## src/rtl/ram_arbiter_pkg.sv

```systemverilog
// Shared CPU bus definitions for the RAM arbiter: default bus widths and the
// requester identity used by the round-robin logic.
package ram_arbiter_pkg;

  localparam int CPU_ADDR_WIDTH = 8;
  localparam int CPU_DATA_WIDTH = 16;

  typedef enum logic {
    REQ_CPU    = 1'b0,
    REQ_LOADER = 1'b1
  } req_id_e;

  function automatic logic [1:0] grant_onehot(input req_id_e id);
    logic [1:0] onehot;
    if (id == REQ_LOADER) begin
      onehot = 2'b10;
    end else begin
      onehot = 2'b01;
    end
    return onehot;
  endfunction

endpackage

```

## src/rtl/ram_arbiter_arb_rr2.sv

```systemverilog
// Two-way round-robin winner selection; the pointer remembers the last grant
// and only moves when a grant is actually taken.
module arb_rr2
  import ram_arbiter_pkg::*;
(
  input  logic    clk,
  input  logic    rst,
  input  logic    req0,
  input  logic    req1,
  input  logic    grant,
  output req_id_e winner
);

  req_id_e last_r;

  // Contended requests go to whichever side did not win last time.
  always_comb begin
    winner = REQ_CPU;
    if (req0 && req1) begin
      winner = (last_r == REQ_CPU) ? REQ_LOADER : REQ_CPU;
    end else if (req1) begin
      winner = REQ_LOADER;
    end else begin
      winner = REQ_CPU;
    end
  end

  // Resetting to "loader granted last" lets the CPU win the first contention.
  always_ff @(posedge clk or posedge rst) begin
    if (rst) begin
      last_r <= REQ_LOADER;
    end else if (grant) begin
      last_r <= winner;
    end else begin
      last_r <= last_r;
    end
  end

endmodule

```

## src/rtl/ram_arbiter.sv

```systemverilog
// Arbitrates a CPU data port and a loader/debug port onto one single-port RAM
// with a one-cycle synchronous read.
module ram_arbiter
  import ram_arbiter_pkg::*;
#(
  parameter int ADDR_WIDTH = CPU_ADDR_WIDTH,
  parameter int DATA_WIDTH = CPU_DATA_WIDTH
) (
  input  logic                  i_clk,
  input  logic                  i_reset,
  input  logic                  i_req0,
  input  logic                  i_req1,
  input  logic                  i_we0,
  input  logic                  i_we1,
  input  logic [ADDR_WIDTH-1:0] i_addr0,
  input  logic [ADDR_WIDTH-1:0] i_addr1,
  input  logic [DATA_WIDTH-1:0] i_wdata0,
  input  logic [DATA_WIDTH-1:0] i_wdata1,
  output logic                  o_ack0,
  output logic                  o_ack1,
  output logic                  o_rvalid0,
  output logic                  o_rvalid1,
  output logic [DATA_WIDTH-1:0] o_rdata0,
  output logic [DATA_WIDTH-1:0] o_rdata1,
  output logic                  o_ram_load,
  output logic [ADDR_WIDTH-1:0] o_ram_addr,
  output logic [DATA_WIDTH-1:0] o_ram_data,
  input  logic [DATA_WIDTH-1:0] i_ram_data
);

  typedef enum logic [1:0] {
    IDLE  = 2'd0,
    ISSUE = 2'd1,
    RDATA = 2'd2
  } state_e;

  state_e                state_r;
  state_e                state_next_s;
  req_id_e               winner_s;
  req_id_e               winner_r;
  logic                  grant_s;
  logic                  sel_we_s;
  logic [ADDR_WIDTH-1:0] sel_addr_s;
  logic [DATA_WIDTH-1:0] sel_wdata_s;
  logic [1:0]            ack_r;
  logic [1:0]            rvalid_r;
  logic                  load_r;
  logic [ADDR_WIDTH-1:0] addr_r;
  logic [DATA_WIDTH-1:0] data_r;
  logic [DATA_WIDTH-1:0] rdata0_r;
  logic [DATA_WIDTH-1:0] rdata1_r;

  assign grant_s = (state_r == IDLE) && (i_req0 || i_req1);

  arb_rr2 u_arb (
    .clk    (i_clk),
    .rst    (i_reset),
    .req0   (i_req0),
    .req1   (i_req1),
    .grant  (grant_s),
    .winner (winner_s)
  );

  // Steer the winning requester's fields toward the capture registers.
  always_comb begin
    sel_we_s    = i_we0;
    sel_addr_s  = i_addr0;
    sel_wdata_s = i_wdata0;
    if (winner_s == REQ_LOADER) begin
      sel_we_s    = i_we1;
      sel_addr_s  = i_addr1;
      sel_wdata_s = i_wdata1;
    end else begin
      sel_we_s    = i_we0;
      sel_addr_s  = i_addr0;
      sel_wdata_s = i_wdata0;
    end
  end

  // State register.
  always_ff @(posedge i_clk or posedge i_reset) begin
    if (i_reset) begin
      state_r <= IDLE;
    end else begin
      state_r <= state_next_s;
    end
  end

  // Next-state logic; a write finishes in ISSUE, a read needs the RDATA cycle.
  always_comb begin
    state_next_s = state_r;
    case (state_r)
      IDLE: begin
        if (grant_s) begin
          state_next_s = ISSUE;
        end else begin
          state_next_s = IDLE;
        end
      end
      ISSUE: begin
        if (load_r) begin
          state_next_s = IDLE;
        end else begin
          state_next_s = RDATA;
        end
      end
      RDATA:   state_next_s = IDLE;
      default: state_next_s = IDLE;
    endcase
  end

  // Capture on grant, pulse ack/rvalid, and return read data to the winner.
  // RAM address/data only change on a capture, so they hold outside ISSUE.
  always_ff @(posedge i_clk or posedge i_reset) begin
    if (i_reset) begin
      winner_r <= REQ_CPU;
      ack_r    <= 2'b00;
      rvalid_r <= 2'b00;
      load_r   <= 1'b0;
      addr_r   <= {ADDR_WIDTH{1'b0}};
      data_r   <= {DATA_WIDTH{1'b0}};
      rdata0_r <= {DATA_WIDTH{1'b0}};
      rdata1_r <= {DATA_WIDTH{1'b0}};
    end else begin
      ack_r    <= 2'b00;
      rvalid_r <= 2'b00;
      load_r   <= 1'b0;
      case (state_r)
        IDLE: begin
          if (grant_s) begin
            winner_r <= winner_s;
            ack_r    <= grant_onehot(winner_s);
            load_r   <= sel_we_s;
            addr_r   <= sel_addr_s;
            data_r   <= sel_wdata_s;
          end
        end
        RDATA: begin
          rvalid_r <= grant_onehot(winner_r);
          if (winner_r == REQ_LOADER) begin
            rdata1_r <= i_ram_data;
          end else begin
            rdata0_r <= i_ram_data;
          end
        end
        default: begin
          ack_r <= 2'b00;
        end
      endcase
    end
  end

  assign o_ack0     = ack_r[0];
  assign o_ack1     = ack_r[1];
  assign o_rvalid0  = rvalid_r[0];
  assign o_rvalid1  = rvalid_r[1];
  assign o_rdata0   = rdata0_r;
  assign o_rdata1   = rdata1_r;
  assign o_ram_load = load_r;
  assign o_ram_addr = addr_r;
  assign o_ram_data = data_r;

endmodule
```

## config.mk

```make
export PLATFORM = sky130hd
export DESIGN_NAME = ram_arbiter
export DESIGN_NICKNAME = d
export VERILOG_FILES = /design/src/rtl/ram_arbiter_pkg.sv /design/src/rtl/ram_arbiter_arb_rr2.sv /design/src/rtl/ram_arbiter.sv
export SDC_FILE = /design/constraint.sdc
export NUM_CORES = 1
export LEC_CHECK = 0
export ABC_AREA = 1
export CELL_PAD_IN_SITES_DETAIL_PLACEMENT = 0
export CELL_PAD_IN_SITES_GLOBAL_PLACEMENT = 1
export CORE_MARGIN = 3
export CORE_UTILIZATION = 27
export CTS_BUF_LIST = sky130_fd_sc_hd__clkbuf_8
export DETAILED_ROUTE_END_ITERATION = 10
export HOLD_SLACK_MARGIN = 0.08
export PLACE_DENSITY_LB_ADDON = 0.1
export SETUP_SLACK_MARGIN = 0.02
export SLEW_MARGIN = 20
export SYNTH_ARGS = -nofsm -noshare
export SYNTH_HDL_FRONTEND = slang
export SYNTH_SLANG_ARGS = --single-unit
```

## constraint.sdc

```tcl
create_clock -name i_clk -period 2.2 [get_ports i_clk]
set_clock_uncertainty 0.2 [all_clocks]
set_input_delay 0.22 -clock i_clk [delete_from_list [all_inputs] [get_ports i_clk]]
set_output_delay 0.22 -clock i_clk [all_outputs]
set_load 0.03 [all_outputs]
```

# Word-level counts from Yosys, hierarchy flattened

Cells that the tools add are included.

Bits in registers: 65
Input port bits: 70
Output and inout bits: 61
Word-level logic and storage cells: 36

Equal/unequal tests: 2
Muxes and demuxes: 16
Bitwise gates (word level): 1
Reduce and logical (&&, ||, !) cells: 7

Operators with widths:

| operator                                            | number |
|---|---|
| 2-to-1 mux 16 bit                                   | 1 |
| 2-to-1 mux 2 bit                                    | 6 |
| 2-to-1 mux 8 bit                                    | 1 |
| 2-to-1 mux 1 bit                                    | 7 |
| AND reduction 2 bit                                 | 3 |
| case mux 2 bit (2 select lines)                     | 1 |
| equality test 2 x 1 -> 1 bit, second input constant | 1 |
| equality test 2 bit, second input constant          | 1 |
| logical AND 1 bit                                   | 2 |
| zero test 2 bit                                     | 1 |
| logical OR 1 bit                                    | 1 |
| inverter 1 bit                                      | 1 |

# Logic depth before layout (Yosys ltp)

Depth in word-level cells: 5
Depth in mapped cells: 7
Mapped depth without buffers: 6

# Hierarchy

From an unflattened synthesis, not the netlist that was laid out.

Cells, all modules: 356
Area, all modules: 2912.8 um^2

Modules (own cells, without submodules):

| module      | times used | cells an instance | area each (um^2) | seq. area each (um^2) |
|---|---|---|---|---|
| ram_arbiter | 1          | 348               | 2856.5           | 1601.5 |
| arb_rr2     | 1          | 8                 | 56.3             | 26.3 |

# Least setup slack after synthesis

No wires, ideal clock.

Kind: register to register
Start point: reg u_arb.last_r
End point: reg addr_r[3], in the netlist o_ram_addr[3]
Setup time: 65 ps
Data arrival time: 1076 ps
Required time: 1935 ps
Path slack: 859 ps
Stages on the path, launching flop included: 8
Path buffers: 1
Path through: dfstp_2 nand2_2 nand2_2 buf_4 nand2_1 nand2_1 nand2_1 nand2_1

Cells in the longest elaborated chain, start to end: 3

Ends and longest elaborated chain:

| element                  | RTL line                  | source |
|---|---|---|
| start: declaration       | ram_arbiter_arb_rr2.sv:14 | `req_id_e last_r;` |
| start signal: assignment | ram_arbiter_arb_rr2.sv:33 | `last_r <= winner;` |
| start signal: assignment | ram_arbiter_arb_rr2.sv:35 | `last_r <= last_r;` |
| 2-to-1 mux 1 bit         | ram_arbiter_arb_rr2.sv:20 | `winner = (last_r == REQ_CPU) ? REQ_LOADER : REQ_CPU;` |
| 2-to-1 mux 1 bit         | ram_arbiter_arb_rr2.sv:19 | `if (req0 && req1) begin` |
| 2-to-1 mux 8 bit         | ram_arbiter.sv:69         | `if (winner_s == REQ_LOADER) begin` |
| end signal: assignment   | ram_arbiter.sv:120        | `addr_r <= {ADDR_WIDTH{1'b0}};` |
| end signal: assignment   | ram_arbiter.sv:134        | `addr_r <= sel_addr_s;` |
| end: declaration         | ram_arbiter.sv:48         | `logic [ADDR_WIDTH-1:0] addr_r;` |

Every way passes these cells.
A chain may end at the register's enable or synchronous reset.

# Final worst setup path

Start point: reg data_r[5], in the netlist o_ram_data[5]
End point: out o_ram_data[5]

RTL lines:

| element                  | RTL line           | source |
|---|---|---|
| start: declaration       | ram_arbiter.sv:49  | `logic [DATA_WIDTH-1:0] data_r;` |
| start signal: assignment | ram_arbiter.sv:121 | `data_r <= {DATA_WIDTH{1'b0}};` |
| start signal: assignment | ram_arbiter.sv:135 | `data_r <= sel_wdata_s;` |
| end: declaration         | ram_arbiter.sv:27  | `output logic [DATA_WIDTH-1:0] o_ram_data,` |

No word-level cell between the ends.

==> out/qor_table.md <==
| Metric | This run | Unit |
| --- | --- | --- |
| Critical path arrival | 1.38 | ns |
| Net switching power figure | 2.73 | mW |
| Post-synthesis compound-gate area fraction | 6.50 | % |
| Number of hold violations in the final report | 0 | - |
| Clock latency on the worst-skew pair | 0.32 | ns |
| Clock tree root buffer cell | sky130_fd_sc_hd__clkbuf_8 | - |
| Fraction of post-synthesis cell area in the top cell type by area | 58.2 | % |
| Boundary Pins | 131 | - |
| Total of max-cap violations | 0 | - |
| Number of fillers in the final layout | 977 | - |
| Element type at the critical path end | output port | - |
| Family of cells with the greatest summed delay on the critical path | buffers and inverters | - |
| Switching part of the total power | 41.9 | % |
| Routed len/inst | 12.8 | um |
| Standard-cell rows | 36 | - |
| Min cycle time layout | 1.80 | ns |
| Total power divided by cell area | 1480 | nW/um^2 |
| Area growth from synthesis to final layout | 60.0 | % |
| Largest family of logic cells by synthesized area | simple AND/OR/NAND/NOR gates | - |
| Ordered cell list for the critical path | clkdlybuf4s50_1 | - |
| Post-route cell area | 4400 | um^2 |
| Placeable core region | 9860 | um^2 |
| Static Leakage | 2.17 | nW |
| Cell-internal power | 3.77 | mW |
| Distinct cell type count after synthesis | 16 | - |
| Synthesized area per cell | 8.34 | um^2 |
| Overall die area | 11400 | um^2 |
| CTS-repair resized insts | 0 | - |
| Vertical extent of the die | 107 | um |
| Final HPWL DP | 5.31 | mm |
| Part of the total power dissipated in combinational logic | 50.7 | % |
| Clock power share | 17.7 | % |
| Post-synthesis simple-gate area fraction | 27.2 | % |
| Sequential cell area fraction in the yosys report | 59.1 | % |
| Initial antenna violation count | 0 | - |
| Max Clk Rate | 554 | MHz |
| Delay contributed by the slowest stage of the critical path | 0.70 | ns |
| IO buf count | 130 | - |
| Peak supply drop | 468 | uV |
| Congestion Overflow GR | 0 | - |
| Antenna violation net count after detailed routing | 0 | - |
| Wirelength, routed | 7.64 | mm |
| Crit path max fanout | 2 | - |
| Count of vias placed by the detailed router | 2500 | - |
| Cts bufs inserted | 9 | - |
| Worst endpoint required time | 1.78 | ns |
| Post-synthesis instance area | 2750 | um^2 |
| Sink count of the clock tree | 65 | - |
| Fin nets | 530 | - |
| First-pass DRT Iterations | 4 | - |
| Post-CTS Hold Fix Bufs | 0 | - |
| Post-synthesis adder-cell area fraction | 0 | % |
| Pin count of the biggest net entering global routing | 66 | - |
| Flip-flop and latch count after synthesis | 65 | - |
| Commonest non-fill, non-tap cell in the layout | sky130_fd_sc_hd__nand2_1 | - |
| Width of the chip | 107 | um |
| Actual transition at the worst max-transition pin | 0.506 | ns |
| Clock tree from TritonCTS | done | - |
| Share of total power in sequential cells | 31.7 | % |
| Starting DRT DRC Count | 85 | - |
| Crit-path slowest cell | sky130_fd_sc_hd__clkdlybuf4s50_1 | - |
| Library cell with the largest summed area after synthesis | sky130_fd_sc_hd__dfrtp_1 | - |
| Fraction of layout instances using a drive strength above 1 | 6.24 | % |
| Cell area after placement | 4180 | um^2 |
| Dominant cells by area after synthesis | sky130_fd_sc_hd__dfrtp_1, sky130_fd_sc_hd__nand2_1, sky130_fd_sc_hd__o21ai_0, sky130_fd_sc_hd__nand3_1, sky130_fd_sc_hd__inv_1 | - |
| Final TNS setup | 0 | ns |
| Residual DRC | 0 | - |
| Startpoint-to-endpoint class of the critical path | flop to output port | - |
| Most used cells in the layout excluding fill and tap cells | sky130_fd_sc_hd__nand2_1, sky130_fd_sc_hd__clkdlybuf4s50_1, sky130_fd_sc_hd__dfrtp_1 | - |
| Post-CTS Setup Inserts | 0 | - |
| Antenna Diode Count | 0 | - |
| Setup violations, final | 0 | - |
| Share of synthesized area spent on multiplexers | 0 | % |
| XOR/XNOR share of the synthesized area | 0 | % |
| Hold WC Path Type | primary input to async pin | - |
| Post-detailed-route via-to-cell ratio | 4.18 | - |
| Nature of the critical path startpoint | flop | - |
| All-Layer GR Usage | 14.0 | % |
| Post-Synthesis Cells | 330 | - |
| Outcome | finished clean | - |
| Level count of the clock H-tree | 3 | - |
| Final GP Congestion | 0.693 | - |
| Final period utilization | 82.0 | % |
| Clock tree buffer depth | 2 | - |
| Count of buffering cells on the critical path with inverters included | 1 | - |
| Net Count, Synth | 400 | - |
| RSZ-0062 raised after global routing | no | - |
| Starting utilization of the core area | 27.9 | % |
| Vias in the first global route | 2505 | - |
| Tightest slew margin relative to the limit | 66.2 | % |
| Yosys warning count | 0 | - |
| Clock-pin slew of the registers on the worst-case setup and hold paths | 0.07 | ns |
| Global-route wire length before repair | 12.6 | mm |
| Fin. max-slew vios | 0 | - |
[path summary, 6_finish.rpt]
| kind | to | cells past startpoint | from | slack, ns |
|---|---|---|---|---|
| min | o_ram_addr[0]$_DFFE_PP0P_ | 3 | i_reset | 0.07 |
| min in group i_clk | state_r[1]$_DFF_PP0_ | 1 | o_ram_load$_DFF_PP0_ | 0.23 |
| max in group asynchronous | u_arb.last_r$_DFFE_PP1P_ | 3 | i_reset | 1.40 |
| max reg2reg | winner_r$_DFFE_PP0P_ | 5 | u_arb.last_r$_DFFE_PP1P_ | 0.62 |
| min reg2reg | state_r[1]$_DFF_PP0_ | 1 | o_ram_load$_DFF_PP0_ | 0.23 |
| max | o_ram_data[5] | 1 | o_ram_data[5]$_DFFE_PP0P_ | 0.40 |
[state kept, by name (all words and copies together), names as in the netlist]
register and cells:
ack_r 2, o_ram_addr 8, o_ram_data 16, o_ram_load 1, o_rdata0 16, o_rdata1 16
rvalid_r 2, state_r 2, u_arb.last_r 1, winner_r 1
[metrics by stage]
| stage | setup slack (ns) | hold WS [ns] | std cells | util [%] | power [mW] |
|---|---|---|---|---|---|
| after detailed placement | 0.382 | 0.230 | 582 | 42.3 | 5.42 |
| final | 0.397 | 0.0659 | 598 | 44.6 | 6.50 |
| after global placement | 0.424 | 0.222 | 582 | 42.3 | 5.40 |
| after floorplan | 0.155 | 0.158 | 330 | - | 3.97 |
| after CTS | 0.370 | 0.0907 | 598 | 44.6 | 6.61 |
| after global routing | 0.339 | 0.128 | 598 | 44.6 | 6.95 |
[cell families (layout without fill, tap and decap cells)]
family,after synthesis,in the layout
flip-flops,65,65
AND/OR/NAND/NOR,189,189
buffers and inverters,41,176
AO/OA/AOI/OAI,35,35
[cell usage after synthesis]
library cell,number
sky130_fd_sc_hd__a21oi_1,2
sky130_fd_sc_hd__buf_2,10
sky130_fd_sc_hd__buf_4,2
sky130_fd_sc_hd__buf_6,3
sky130_fd_sc_hd__clkbuf_1,3
sky130_fd_sc_hd__dfrtp_1,64
sky130_fd_sc_hd__dfstp_2,1
sky130_fd_sc_hd__inv_1,22
sky130_fd_sc_hd__inv_2,1
sky130_fd_sc_hd__nand2_1,157
sky130_fd_sc_hd__nand2_2,2
sky130_fd_sc_hd__nand3_1,27
sky130_fd_sc_hd__nor2_1,2
sky130_fd_sc_hd__nor3_1,1
sky130_fd_sc_hd__o21ai_0,32
sky130_fd_sc_hd__o21ai_2,1
[layer usage]
metal  GRT usage, %  vias to the layer above  share of wire, %
met5              0                        -                 0
met3           3.55                        6               5.9
met4           5.48                        0              0.86
li1               -                     1283                 -
met2           22.1                       77                47
met1           18.4                     1134                46
[area by class of cell]
class	instances	area, um^2	share of cell area [%]
Tap cell	133	166	3.78
Multi-Input combinational cell	224	928	21.1
Timing Repair Buffer	137	1370	31.0
Inverter	23	86.3	1.96
Sequential cell	65	1630	37.0
Clock buffer	11	151	3.44
Clock inverter	5	77.6	1.76
[power by group through the flow]
stage	clock, mW	combinational, mW	sequential [mW]
2_1_floorplan	0	0.872	3.10
3_3_place_gp	0	3.33	2.07
3_5_place_dp	0	3.35	2.08
4_1_cts	1.19	3.36	2.07
5_1_grt	1.24	3.58	2.13
6_report	1.15	3.29	2.06
Note: power is estimated with default switching activity, not from simulation.
